## src/rtl/rx_pkg.sv

```systemverilog
// Shared sizing helpers for the RX arbitrated op-id mux.
package rx_pkg;

    function automatic int clog2(input int n);
        int r;
        r = 0;
        for (int v = n - 1; v > 0; v = v >> 1) r++;
        return r;
    endfunction

    // Lane index width; a single bit is kept even for degenerate sizes.
    function automatic int idx_w(input int n);
        return (clog2(n) < 1) ? 1 : clog2(n);
    endfunction

    function automatic int cnt_w(input int depth);
        return clog2(depth) + 1;
    endfunction

    function automatic int lane_lsb(input int lane, input int width);
        return lane * width;
    endfunction

endpackage

```

## src/rtl/rr_arbiter.sv

```systemverilog
// Round-robin arbiter: grants the first request at or above the pointer, wrapping at N.
module rr_arbiter #(
    parameter int N     = 5,
    parameter int IDX_W = 3
) (
    input  logic             clk,
    input  logic             rst,
    input  logic [N-1:0]     req,
    input  logic             en,
    output logic [N-1:0]     grant,
    output logic [IDX_W-1:0] idx,
    output logic             vld
);

    logic [IDX_W-1:0] ptr;
    logic [IDX_W:0]   j;

    always_comb begin
        grant = '0;
        idx   = '0;
        vld   = 1'b0;
        j     = '0;
        if (en) begin
            for (int k = 0; k < N; k++) begin
                j = {1'b0, ptr} + (IDX_W+1)'(k);
                if (j >= (IDX_W+1)'(N)) j = j - (IDX_W+1)'(N);
                if (!vld && req[j[IDX_W-1:0]]) begin
                    vld = 1'b1;
                    idx = j[IDX_W-1:0];
                end
            end
        end
        if (vld) grant[idx] = 1'b1;
    end

    always_ff @(posedge clk or posedge rst) begin
        if (rst)
            ptr <= '0;
        else if (vld)
            ptr <= (idx == IDX_W'(N - 1)) ? '0 : idx + IDX_W'(1);
    end

endmodule

```

## src/rtl/rx_arb_mux.sv

```systemverilog
// Collects acked op_id lanes from all switch instances, arbitrates round-robin
// and queues {source, op_id} in a FIFO with a valid/ready head.
module rx_arb_mux
    import rx_pkg::*;
#(
    parameter int  NUM_SW_INST = 5,
    parameter int  W_WIDTH     = 8,
    parameter int  ACK_DLY     = 1,
    parameter int  FIFO_DEPTH  = 4,
    localparam int IDX_W       = idx_w(NUM_SW_INST),
    localparam int CNT_W       = cnt_w(FIFO_DEPTH)
) (
    input  logic                           clk,
    input  logic                           rst,
    input  logic [W_WIDTH*NUM_SW_INST-1:0] op_id,
    input  logic [NUM_SW_INST-1:0]         ack,
    input  logic                           out_ready,
    output logic [W_WIDTH-1:0]             op_id_out,
    output logic [IDX_W-1:0]               src_out,
    output logic                           out_valid,
    output logic [CNT_W-1:0]               fifo_cnt,
    output logic                           ovf_err
);

    localparam int AW = clog2(FIFO_DEPTH);

    logic [NUM_SW_INST-1:0] dly [ACK_DLY];
    logic [NUM_SW_INST-1:0] dack, pending, grant, ovf_hit;
    logic [W_WIDTH-1:0]     hold [NUM_SW_INST];
    logic [IDX_W-1:0]       gnt_idx;
    logic                   gnt_vld;
    logic [W_WIDTH-1:0]     fifo_data [FIFO_DEPTH];
    logic [IDX_W-1:0]       fifo_src [FIFO_DEPTH];
    logic [AW-1:0]          wr_ptr, rd_ptr;
    logic                   full, pop;

    always_ff @(posedge clk or posedge rst) begin
        if (rst) begin
            for (int k = 0; k < ACK_DLY; k++) dly[k] <= '0;
        end else begin
            dly[0] <= ack;
            for (int k = 1; k < ACK_DLY; k++) dly[k] <= dly[k-1];
        end
    end

    assign dack = dly[ACK_DLY-1];

    // A fresh capture on a lane still waiting (and not leaving this cycle) loses the old value.
    assign ovf_hit = dack & pending & ~grant;

    always_ff @(posedge clk or posedge rst) begin
        if (rst) begin
            pending <= '0;
            ovf_err <= 1'b0;
            for (int i = 0; i < NUM_SW_INST; i++) hold[i] <= '0;
        end else begin
            pending <= (pending & ~grant) | dack;
            ovf_err <= |ovf_hit;
            for (int i = 0; i < NUM_SW_INST; i++)
                if (dack[i]) hold[i] <= op_id[lane_lsb(i, W_WIDTH) +: W_WIDTH];
        end
    end

    assign full      = (fifo_cnt == CNT_W'(FIFO_DEPTH));
    assign out_valid = (fifo_cnt != '0);
    assign pop       = out_valid && out_ready;

    rr_arbiter #(
        .N     (NUM_SW_INST),
        .IDX_W (IDX_W)
    ) u_arb (
        .clk   (clk),
        .rst   (rst),
        .req   (pending),
        .en    (!full),
        .grant (grant),
        .idx   (gnt_idx),
        .vld   (gnt_vld)
    );

    always_ff @(posedge clk or posedge rst) begin
        if (rst) begin
            wr_ptr   <= '0;
            rd_ptr   <= '0;
            fifo_cnt <= '0;
        end else begin
            if (gnt_vld) wr_ptr <= wr_ptr + AW'(1);
            if (pop)     rd_ptr <= rd_ptr + AW'(1);
            case ({gnt_vld, pop})
                2'b10:   fifo_cnt <= fifo_cnt + CNT_W'(1);
                2'b01:   fifo_cnt <= fifo_cnt - CNT_W'(1);
                default: fifo_cnt <= fifo_cnt;
            endcase
        end
    end

    always_ff @(posedge clk) begin
        if (gnt_vld) begin
            fifo_data[wr_ptr] <= hold[gnt_idx];
            fifo_src[wr_ptr]  <= gnt_idx;
        end
    end

    // Head is forced to zero when empty so stale entries never leak out.
    assign op_id_out = out_valid ? fifo_data[rd_ptr] : '0;
    assign src_out   = out_valid ? fifo_src[rd_ptr]  : '0;

endmodule

```

## config.mk

```make
export PLATFORM = sky130hd
export DESIGN_NAME = rx_arb_mux
export DESIGN_NICKNAME = d
export VERILOG_FILES = /design/src/rtl/rx_pkg.sv /design/src/rtl/rr_arbiter.sv /design/src/rtl/rx_arb_mux.sv
export SDC_FILE = /design/constraint.sdc
export NUM_CORES = 1
export LEC_CHECK = 0
export BUFFER_PORTS_ARGS = -buffer_cell sky130_fd_sc_hd__clkbuf_2
export CORE_MARGIN = 10
export CORE_UTILIZATION = 55
export CTS_BUF_LIST = sky130_fd_sc_hd__clkbuf_4 sky130_fd_sc_hd__clkbuf_8
export DETAILED_ROUTE_END_ITERATION = 10
export GPL_ROUTABILITY_DRIVEN = 0
export PLACE_DENSITY = 0.76
export SLEW_MARGIN = 20
export SYNTH_ARGS = -nofsm -noshare
export SYNTH_HDL_FRONTEND = slang
export SYNTH_HIERARCHICAL = 1
export SYNTH_SLANG_ARGS = --single-unit
```

## constraint.sdc

```tcl
create_clock -name clk -period 5.7 [get_ports clk]
set_input_delay 0.285 -clock clk [delete_from_list [all_inputs] [get_ports clk]]
set_output_delay 0.285 -clock clk [all_outputs]
set_load 0.03 [all_outputs]
```

# After elaboration in Yosys (flattened, before gate mapping)
# Memory sizes are Yosys's and may differ from the RTL's.
# Index checks and enable logic that the tools add are counted.
[op_classes]
n_addsub = 14
magnitude_cmp = 13
n_eq_ne = 4
mux = 48
bitwise = 6
reduce_logical = 13
[op_table]
columns = ["op", "count"]
rows = [
  ["2-to-1 mux 3 bit", 18],
  ["binary-select mux 8 bit (select 3 bit)", 1],
  ["less-than comparator 3 x 4 -> 1 bit (second input constant)", 6],
  ["2-to-1 mux 8 bit", 3],
  ["2-to-1 mux 1 bit", 18],
  ["greater-or-equal comparator 4 x 3 -> 1 bit (second input constant)", 4],
  ["bitwise AND 5 bit", 3],
  ["binary-select mux 1 bit (select 3 bit)", 5],
  ["subtractor 3 bit (second input constant)", 5],
  ["adder 3 x 2 -> 4 bit (second input constant)", 2],
  ["adder 3 x 1 -> 3 bit (second input constant)", 2],
  ["== test 3 bit (second input constant)", 2],
  ["logical AND 1 bit", 6],
  ["case mux 3 bit (2 select lines)", 1],
  ["2-to-1 mux 5 bit", 1],
  ["NOT 5 bit", 1],
  ["bitwise OR 5 bit", 1],
  ["OR reduction 5 bit", 1],
  ["adder 2 x 1 -> 2 bit (second input constant)", 2],
  ["adder 3 x 1 -> 4 bit (second input constant)", 1],
  ["adder 3 x 3 -> 4 bit (second input constant)", 1],
  ["greater-or-equal comparator 4 bit (second input constant)", 1],
  ["logical NOT 1 bit", 4],
  ["NOT 3 -> 4 bit", 1],
  ["other kinds (8)", 8],
]
[word_totals]
register_bits = 61
mem_bits_rw = 44
inputBits = 48
out_inout_bits = 16
word_cells = 112
n_memories = 2
[memory_table]
columns = ["name", "depth", "width", "read_ports", "rd_clocked_by_memory_dff", "wr", "line_no", "rtl"]
rows = [
  ["fifo_data", 4, 8, 1, 0, 1, "rx_arb_mux.sv:32", "logic [W_WIDTH-1:0] fifo_data [FIFO_DEPTH];"],
  ["fifo_src", 4, 3, 1, 0, 1, "rx_arb_mux.sv:33", "logic [IDX_W-1:0] fifo_src [FIFO_DEPTH];"],
]

# Logic depth before layout (Yosys ltp)
# Gate-level depths: netlist (run 1).
[logic_depth]
word_depth = 31
ltp_mapped = 21
mapped_depth_nobuf = 18

# By module
# Netlist (run 1), hierarchy kept.
[modules_own_cells]
columns = ["mod", "n_inst", "cells_per_inst", "area_per_inst_um2", "seq_area_each_um2"]
rows = [
  ["rx_arb_mux", 1, 259, 4244.1, 2772.7],
  ["rr_arbiter", 1, 201, 1567.8, 75.1],
]

# Least setup slack after synthesis (run 1)
# Ideal clock, no wire load.
[synth_path]
path_kind = "reg-to-reg"
start = "register u_arb.ptr[0]"
end = "memory fifo_data[0][6] (data pin)"
arrival_ns = 3.878
path_slack_ns = 1.544
path_stages_with_launch = 19
path_buffers = 4
synth_period_minus_slack_ns = 4.156
cell_sequence = "dfrtp_1 -> buf_6 -> buf_8 -> inv_2 -> ha_1 -> inv_1 -> fa_1 -> clkbuf_1 -> or4_1 -> o311ai_1 -> o21ai_1 -> or3_4 -> o31a_1 -> o21ai_2 -> inv_1 -> nand2b_1 -> clkbuf_1 -> nor2_1 -> or3_1"
[synth_via]
elab_chain_cells = 27
elab_cells_between_ends = 60
classes_between = "9 x add/sub; 5 x order compare; 37 x mux; 1 x bitwise; 8 x reduce/logical"
[synth_lines]
columns = ["element", "line_no", "rtl"]
rows = [
  ["start: declaration", "rr_arbiter.sv:15", "logic [IDX_W-1:0] ptr;"],
  ["start signal: assignment", "rr_arbiter.sv:40", "ptr <= (idx == IDX_W'(N - 1)) ? '0 : idx + IDX_W'(1);"],
  ["branches (longest 21 deep; another with adder 3 x 1 -> 4 bit)", "-", ""],
  ["2-to-1 mux 3 bit *", "rr_arbiter.sv:27", "if (!vld && req[j[IDX_W-1:0]]) begin"],
  ["2-to-1 mux 3 bit *", "rr_arbiter.sv:23", "if (en) begin"],
  ["via gnt_idx[1]", "rx_arb_mux.sv:30", "logic [IDX_W-1:0] gnt_idx;"],
  ["NOT 3 -> 4 bit (implied by the code) *", "rx_arb_mux.sv:99", "fifo_data[wr_ptr] <= hold[gnt_idx];"],
  ["binary-select mux 8 bit (select 3 bit) *", "rx_arb_mux.sv:99", ""],
  ["2-to-1 mux 8 bit (implied by the code) * (2 in a row)", "rx_arb_mux.sv:99", ""],
  ["end: declaration", "rx_arb_mux.sv:32", ""],
]
# Mark *: on every way through the listed nets, which the timed path passes. The select of a mux whose other input is x is not followed.

# Worst setup path in the final report (run 1)
[layout_path]
start = "register u_arb.ptr[1]"
end = "memory fifo_data[1][5] (data pin)"
# Same word-level chain as after synthesis.

==> results of run 1 <==
==> through the flow <==
step | hold slack, ns | instance area [sq um]
floorplan | 0.03864 | 5812
global placement | 0.1901 | 6167
detailed placement | 0.1939 | 6167
CTS | 0.00007000 | 6357
global route | 0.003077 | 6377
finish | 0.02420 | 6377
==> cells in the mapped netlist, drive strengths merged (5+ instances only) <==
cell and count:
a21o 8, a21oi 8, a221o 7, a31oi 7, and2 19, buf 20
clkbuf 5, dfrtp 61, edfxtp 44, ha 15, inv 29, mux2 50
mux2i 16, mux4 13, nand2 13, nand2b 7, nand3 6, nor2 22
nor3b 6, o21ai 15, xnor2 6
==> kinds of logic (layout without fill, tap and decap cells) <==
kind of cell / count (synthesis) / in the layout / share of synthesized area [%]
fa+ha+maj: 17 / 17 / 3.918
mux: 79 / 79 / 17.80
compound gates: 86 / 86 / 11.86
flops: 105 / 105 / 49.00
xor+xnor: 10 / 10 / 1.507
simple gates: 109 / 109 / 11.41
buf+inv: 54 / 114 / 4.499
==> state kept, by name, indices dropped and copies added (netlist names) <==
name       count
pending        5
fifo_data     32
fifo_src      12
dack           5
u_arb/ptr      3
wr_ptr         2
ovf_err        1
hold          40
fifo_cnt       3
rd_ptr         2
==> worst min path at each step <==
stage                 from           end  slack [ns]
floorplan              rst  u_arb/ptr[0]        0.04
global placement       rst  u_arb/ptr[2]        0.19
detailed placement     rst  u_arb/ptr[0]        0.19
CTS                 ack[0]       dack[0]     0.00007
global route        ack[3]       dack[3]       0.003
finish              ack[3]       dack[3]        0.02
==> layer usage <==
layer	vias up	share of wire, %
met5	-	0
met4	0	1.2
met1	1930	47
met3	13	5.5
li1	1836	-
met2	106	46
==> worst register-to-register path, stage by stage (launching register included) <==
cell and delay, ns:
dfrtp_1 0.68, inv_1 0.21, ha_1 0.70, mux4_2 0.45, a2111oi_2 0.39, a31oi_2 0.10
a21oi_2 0.24, a31oi_1 0.14, nor4_2 0.27, o31ai_2 0.17, nor2_1 0.12, buf_4 0.26
nor3b_2 0.44, a22oi_1 0.16, o21ai_0 0.20
==> layout make-up <==
cell class                 instances  area [sq um]
fill                             827          3946
sequential                       105          2848
multi-input combinational        301          2703
timing repair buffer              69         367.9
tap                              136         170.2
clock buffer                      10         131.4
inverter                          29         108.9
clock inverter                     6         48.80
==> timing repair <==
item / CTS / global route
setup endpoints to repair: 0 / 0
hold endpoints to repair: 10 / 2
hold buffers: 1 / 2
buffers inserted: 0 / 0
==> flow_summary.toml, run 1 <==
[layout]
layout_commonest_cell = "clkbuf_2"
drive_above_1_share_pct = 31.54
nets = 580
final_cells = 656
n_antenna_cell = 0
final_cell_mix = "clkbuf_2 (63), dfrtp_1 (61), mux2_2 (48)"
syn2layout_area_growth_pct = 9.731
fin_util_pct = 61.77

[worst_setup_path]
cpPeakStageDelay_ns = 0.70
critical_path.top_delay_family = "compound AO/OA/AOI/OAI gates"
worst-setup-path-type = "flip-flop to flip-flop"
crit_path_end = "fifo_data[1][5]"
reg2reg_from = "u_arb/ptr[1]"
critPathMaxFanout = 17
required_ns = 5.82
worst_setup_path_start_kind = "flip-flop"
cpMaxStageDelayCell = "ha_1"
crit_chain = "inv_1, ha_1, mux4_2, a2111oi_2, a31oi_2, a21oi_2, a31oi_1, nor4_2, o31ai_2, nor2_1, buf_4, nor3b_2, a22oi_1, o21ai_0"
cp.buffers_inverters = 2
crit_start = "u_arb/ptr[1]"
cp.depth = 14
ff2ff_setup_slack_ns = 0.96
cp.arrival_ns = 4.86
crit_path_end_kind = "flip-flop"
reg2reg_depth = 14
r2r_end = "fifo_data[1][5]"

[routing]
drc = 0
post_drt_wl_per_cell_um = 19.01
viasPerCell = 5.922
vias = 3885
antenna_left = 0
totalWireLength_um = 12470
drt_pass1_iterations = 5
drtIter0Drc = 363

[timing]
tightestPinTransition_ns = 0.6983
setup_tns_ns = 0
fmax_mhz = 210.8
worst_slack_ns = 0.9562
slew_viol_final = 0
finalSetupViolCount = 0
rsz0062_at_grt = "false"
slew_headroom_pct = 53.45
skew_ns = 0.01326
period_minus_slack_ns = 4.744
fin_crit_sh_pct = 83.22
hold_viol = 0

[clock_tree]
tritoncts = "done"
cts.repair.resized = 0
cts-root-buf = "clkbuf_8"
clk_pin_slew_ns = 0.09
cts_inserted_buffers = 9
h-tree-depth = 3
clkSinkCount = 105
clock_path_buffers = 2
clk_latency_ns = 0.36

[min_path]
hold_class = "input pin to flip-flop"
hold_depth = 1

[global_routing]
use_met3_pct = 4.040
top_usage_layer = "met2"
antenna_found_initial = 0
grt_max_degree = 52
track_usage_pct = 17.02
grt_pass1_wl_um = 20520
met2_usage_pct = 24.90
first_global_vias = 3906
met1_usage_pct = 24.71
grt_overflow = 0

[die]
die_area_sq_um = 15080
chipWidth_um = 122.8
die_h_um = 122.8
coreArea_sq_um = 10320
num_rows = 37
initial_utilization_pct = 56.30
io_pins = 64

[yosys]
synth_top_flop_cell = "dfrtp_1"
synthTopCellsByArea = "dfrtp_1 (26%), edfxtp_1 (23%), mux2_2 (9.3%), mux4_2 (3.5%), ha_1 (3.2%)"
synth-edff-count = 44
synth_top_cell_area_share_pct = 26.26
synth.net_count = 525
yosys_warnings = 6
syn_area_sq_um = 5812
yosysUniqueCellTypes = 92
synth.largest_area_cell = "dfrtp_1"
async_reset_ff_share_pct = 58.10
ys_seq_area_share_pct = 49.00
syn_inst = 460
synth_area_per_cell_sq_um = 12.63
ys_seq_elements = 105

[placement]
numPortBuffers = 63
dp_cells = 637
place_hpwl_um = 9216
place_ws_ns = 1.021

[run_status]
status = "completed"

[flow_run]
max_cap_violations = 0
Power of run 1 is left out: the tool's default activity adds up to more than one toggle a clock period on the data nets, which glitch-free logic cannot reach.
==> inputs of run 2 (changes only) <==
--- a/config.mk
+++ b/config.mk
@@ -11,7 +11,7 @@
 export CTS_BUF_LIST = sky130_fd_sc_hd__clkbuf_4 sky130_fd_sc_hd__clkbuf_8
 export DETAILED_ROUTE_END_ITERATION = 10
 export GPL_ROUTABILITY_DRIVEN = 0
-export PLACE_DENSITY = 0.76
+export PLACE_DENSITY = 0.79
 export SLEW_MARGIN = 20
 export SYNTH_ARGS = -nofsm -noshare
 export SYNTH_HDL_FRONTEND = slang
==> constraint.sdc (replaced) <==
create_clock -name clk -period 3.8 [get_ports clk]
set_input_delay 0.19 -clock clk [delete_from_list [all_inputs] [get_ports clk]]
set_output_delay 0.19 -clock clk [all_outputs]
set_load 0.03 [all_outputs]
==> flow_summary.toml, run 2 (synthesized netlist as in run 1, its figures left out) <==
[die]
die_area_sq_um = 15080
chipWidth_um = 122.8
initial_utilization_pct = 56.30
die_h_um = 122.8
num_rows = 37
coreArea_sq_um = 10320
io_pins = 64

[global_routing]
grt_max_degree = 53
track_usage_pct = 17.96
grt_overflow = 0
use_met3_pct = 4.408
met2_usage_pct = 28.75
top_usage_layer = "met2"
antenna_found_initial = 0
grt_pass1_wl_um = 21740
met1_usage_pct = 23.36
first_global_vias = 4243

[worst_setup_path]
worst-setup-path-type = "flip-flop to flip-flop"
path_common_cell = "buf_6"
cpPeakStageDelay_ns = 0.47
cpMaxStageDelayCell = "dfrtp_2"
crit_path_end_kind = "flip-flop"
required_ns = 4.04
crit_chain = "buf_6, ha_2, buf_4, a221o_1, mux2_4, nand2_4, nand2_2, or3_4, o21bai_4, and3_4, buf_6, and4b_1, and3b_1, a31oi_1, nand4_1"
cp.arrival_ns = 3.97
critPathMaxFanout = 7
worst_setup_path_start_kind = "flip-flop"

[routing]
drc = 0
totalWireLength_um = 13920
viasPerCell = 6.024
drt_pass1_iterations = 6
post_drt_wl_per_cell_um = 19.58
antenna_left = 0
vias = 4283
drtIter0Drc = 346

[timing]
slew_headroom_pct = 51.44
fmax_mhz = 268.2
finalSetupViolCount = 0
rsz0062_at_grt = "true"
period_minus_slack_ns = 3.729
hold_viol = 0
setup_tns_ns = 0
skew_ns = 0.01258
tightestPinTransition_ns = 0.7284
fin_crit_sh_pct = 98.13
slew_viol_final = 0

[placement]
place_hpwl_um = 10220
numPortBuffers = 63

[clock_tree]
h-tree-depth = 3
cts_inserted_buffers = 9
clock_path_buffers = 2
clk_pin_slew_ns = 0.11
clk_latency_ns = 0.37
cts-root-buf = "clkbuf_8"
clkSinkCount = 105
tritoncts = "done"

[layout]
largest_register_ffs = 40
nets = 635
largestRegisters = "hold: 40 flops, fifo_data: 32 flops, fifo_src: 12 flops"
n_antenna_cell = 0
largest-register = "hold"
layout_commonest_cell = "clkbuf_2"
drive_above_1_share_pct = 44.00
final_cell_mix = "clkbuf_2 (63), dfrtp_1 (58), buf_4 (49)"
syn2layout_area_growth_pct = 21.53

[flow_run]
max_cap_violations = 0

[run_status]
status = "completed"

[min_path]
hold_class = "input pin to flip-flop"
[run 2: cell types whose count changed in the layout (fill, tap and decap cells not counted), moves of 4 or more]
cell     previous run  this run
buf_4               3        49
ha_1               15         9
ha_2                0         4
inv_1              27        22
inv_2               2         6
inv_8               1         5
mux2i_1            16        11
mux2i_2             0         5
[run 2: layer usage]
| metal | routed length (um) | vias to the layer above |
|---|---|---|
| met1 | 5828 | 2127 |
| met2 | 6735 | 167 |
| met4 | 387 | 0 |
| li1 | - | 1949 |
| met5 | 0 | - |
| met3 | 969 | 40 |
[run 2: layout make-up]
cell class,count,area (sq um)
fillers,686,3261
inverters,29,116.4
clock buffers,9,123.9
well taps,136,170.2
repair buffers,123,817.0
multi-input cells,302,2892
flip-flops and latches,105,2851
clock inverters,7,92.59
[run 2: metrics by stage]
stage	utilization (%)	cell area, sq um	worst slack [ns]	instances	hold WS (ns)
floorplan	-	5941	-0.01522	460	-0.05642
detailed placement	63.56	6561	-0.03420	673	0.08014
finish	68.42	7063	0.07104	711	0.05163
global route	68.42	7063	-0.04542	711	0.04030
global placement	63.56	6561	-0.004503	673	0.08114
CTS	66.38	6853	0.01463	695	0.04296
[run 2: what timing repair did]
action / 4_1_cts / 5_1_grt
pin swaps: 0 / 15
endpoints found under the setup margin: 33 / 36
setup buffers: 0 / 15
hold endpoints to repair: 14 / 0
resized for setup: 4 / 25
cloned: 0 / 1
hold buffers: 6 / 0
[run 2: worst max-delay path, delay by kind of cell, from the launching register on]
kind	cells	cell delay (ns)
AOI/OAI and AO/OA	3	0.78
DFF	1	0.47
and+or+nand+nor	7	1.39
adders and majority gates	1	0.18
muxes	1	0.36
buffers and inverters	3	0.41
[run 2: final timing paths]
kind / startpoint / to / slack [ns] / cells after the start
max: u_arb/ptr[0] / ovf_err / 0.07 / 15
min: op_id[19] / hold[19] / 0.05 / 2
max reg2reg: u_arb/ptr[0] / ovf_err / 0.07 / 15
min reg2reg: hold[4] / hold[4] / 0.52 / 1
max in group asynchronous: rst / hold[38] / 2.66 / 4
min in group asynchronous: rst / wr_ptr[0] / 0.26 / 3
Power of run 2 is left out for the same reason.
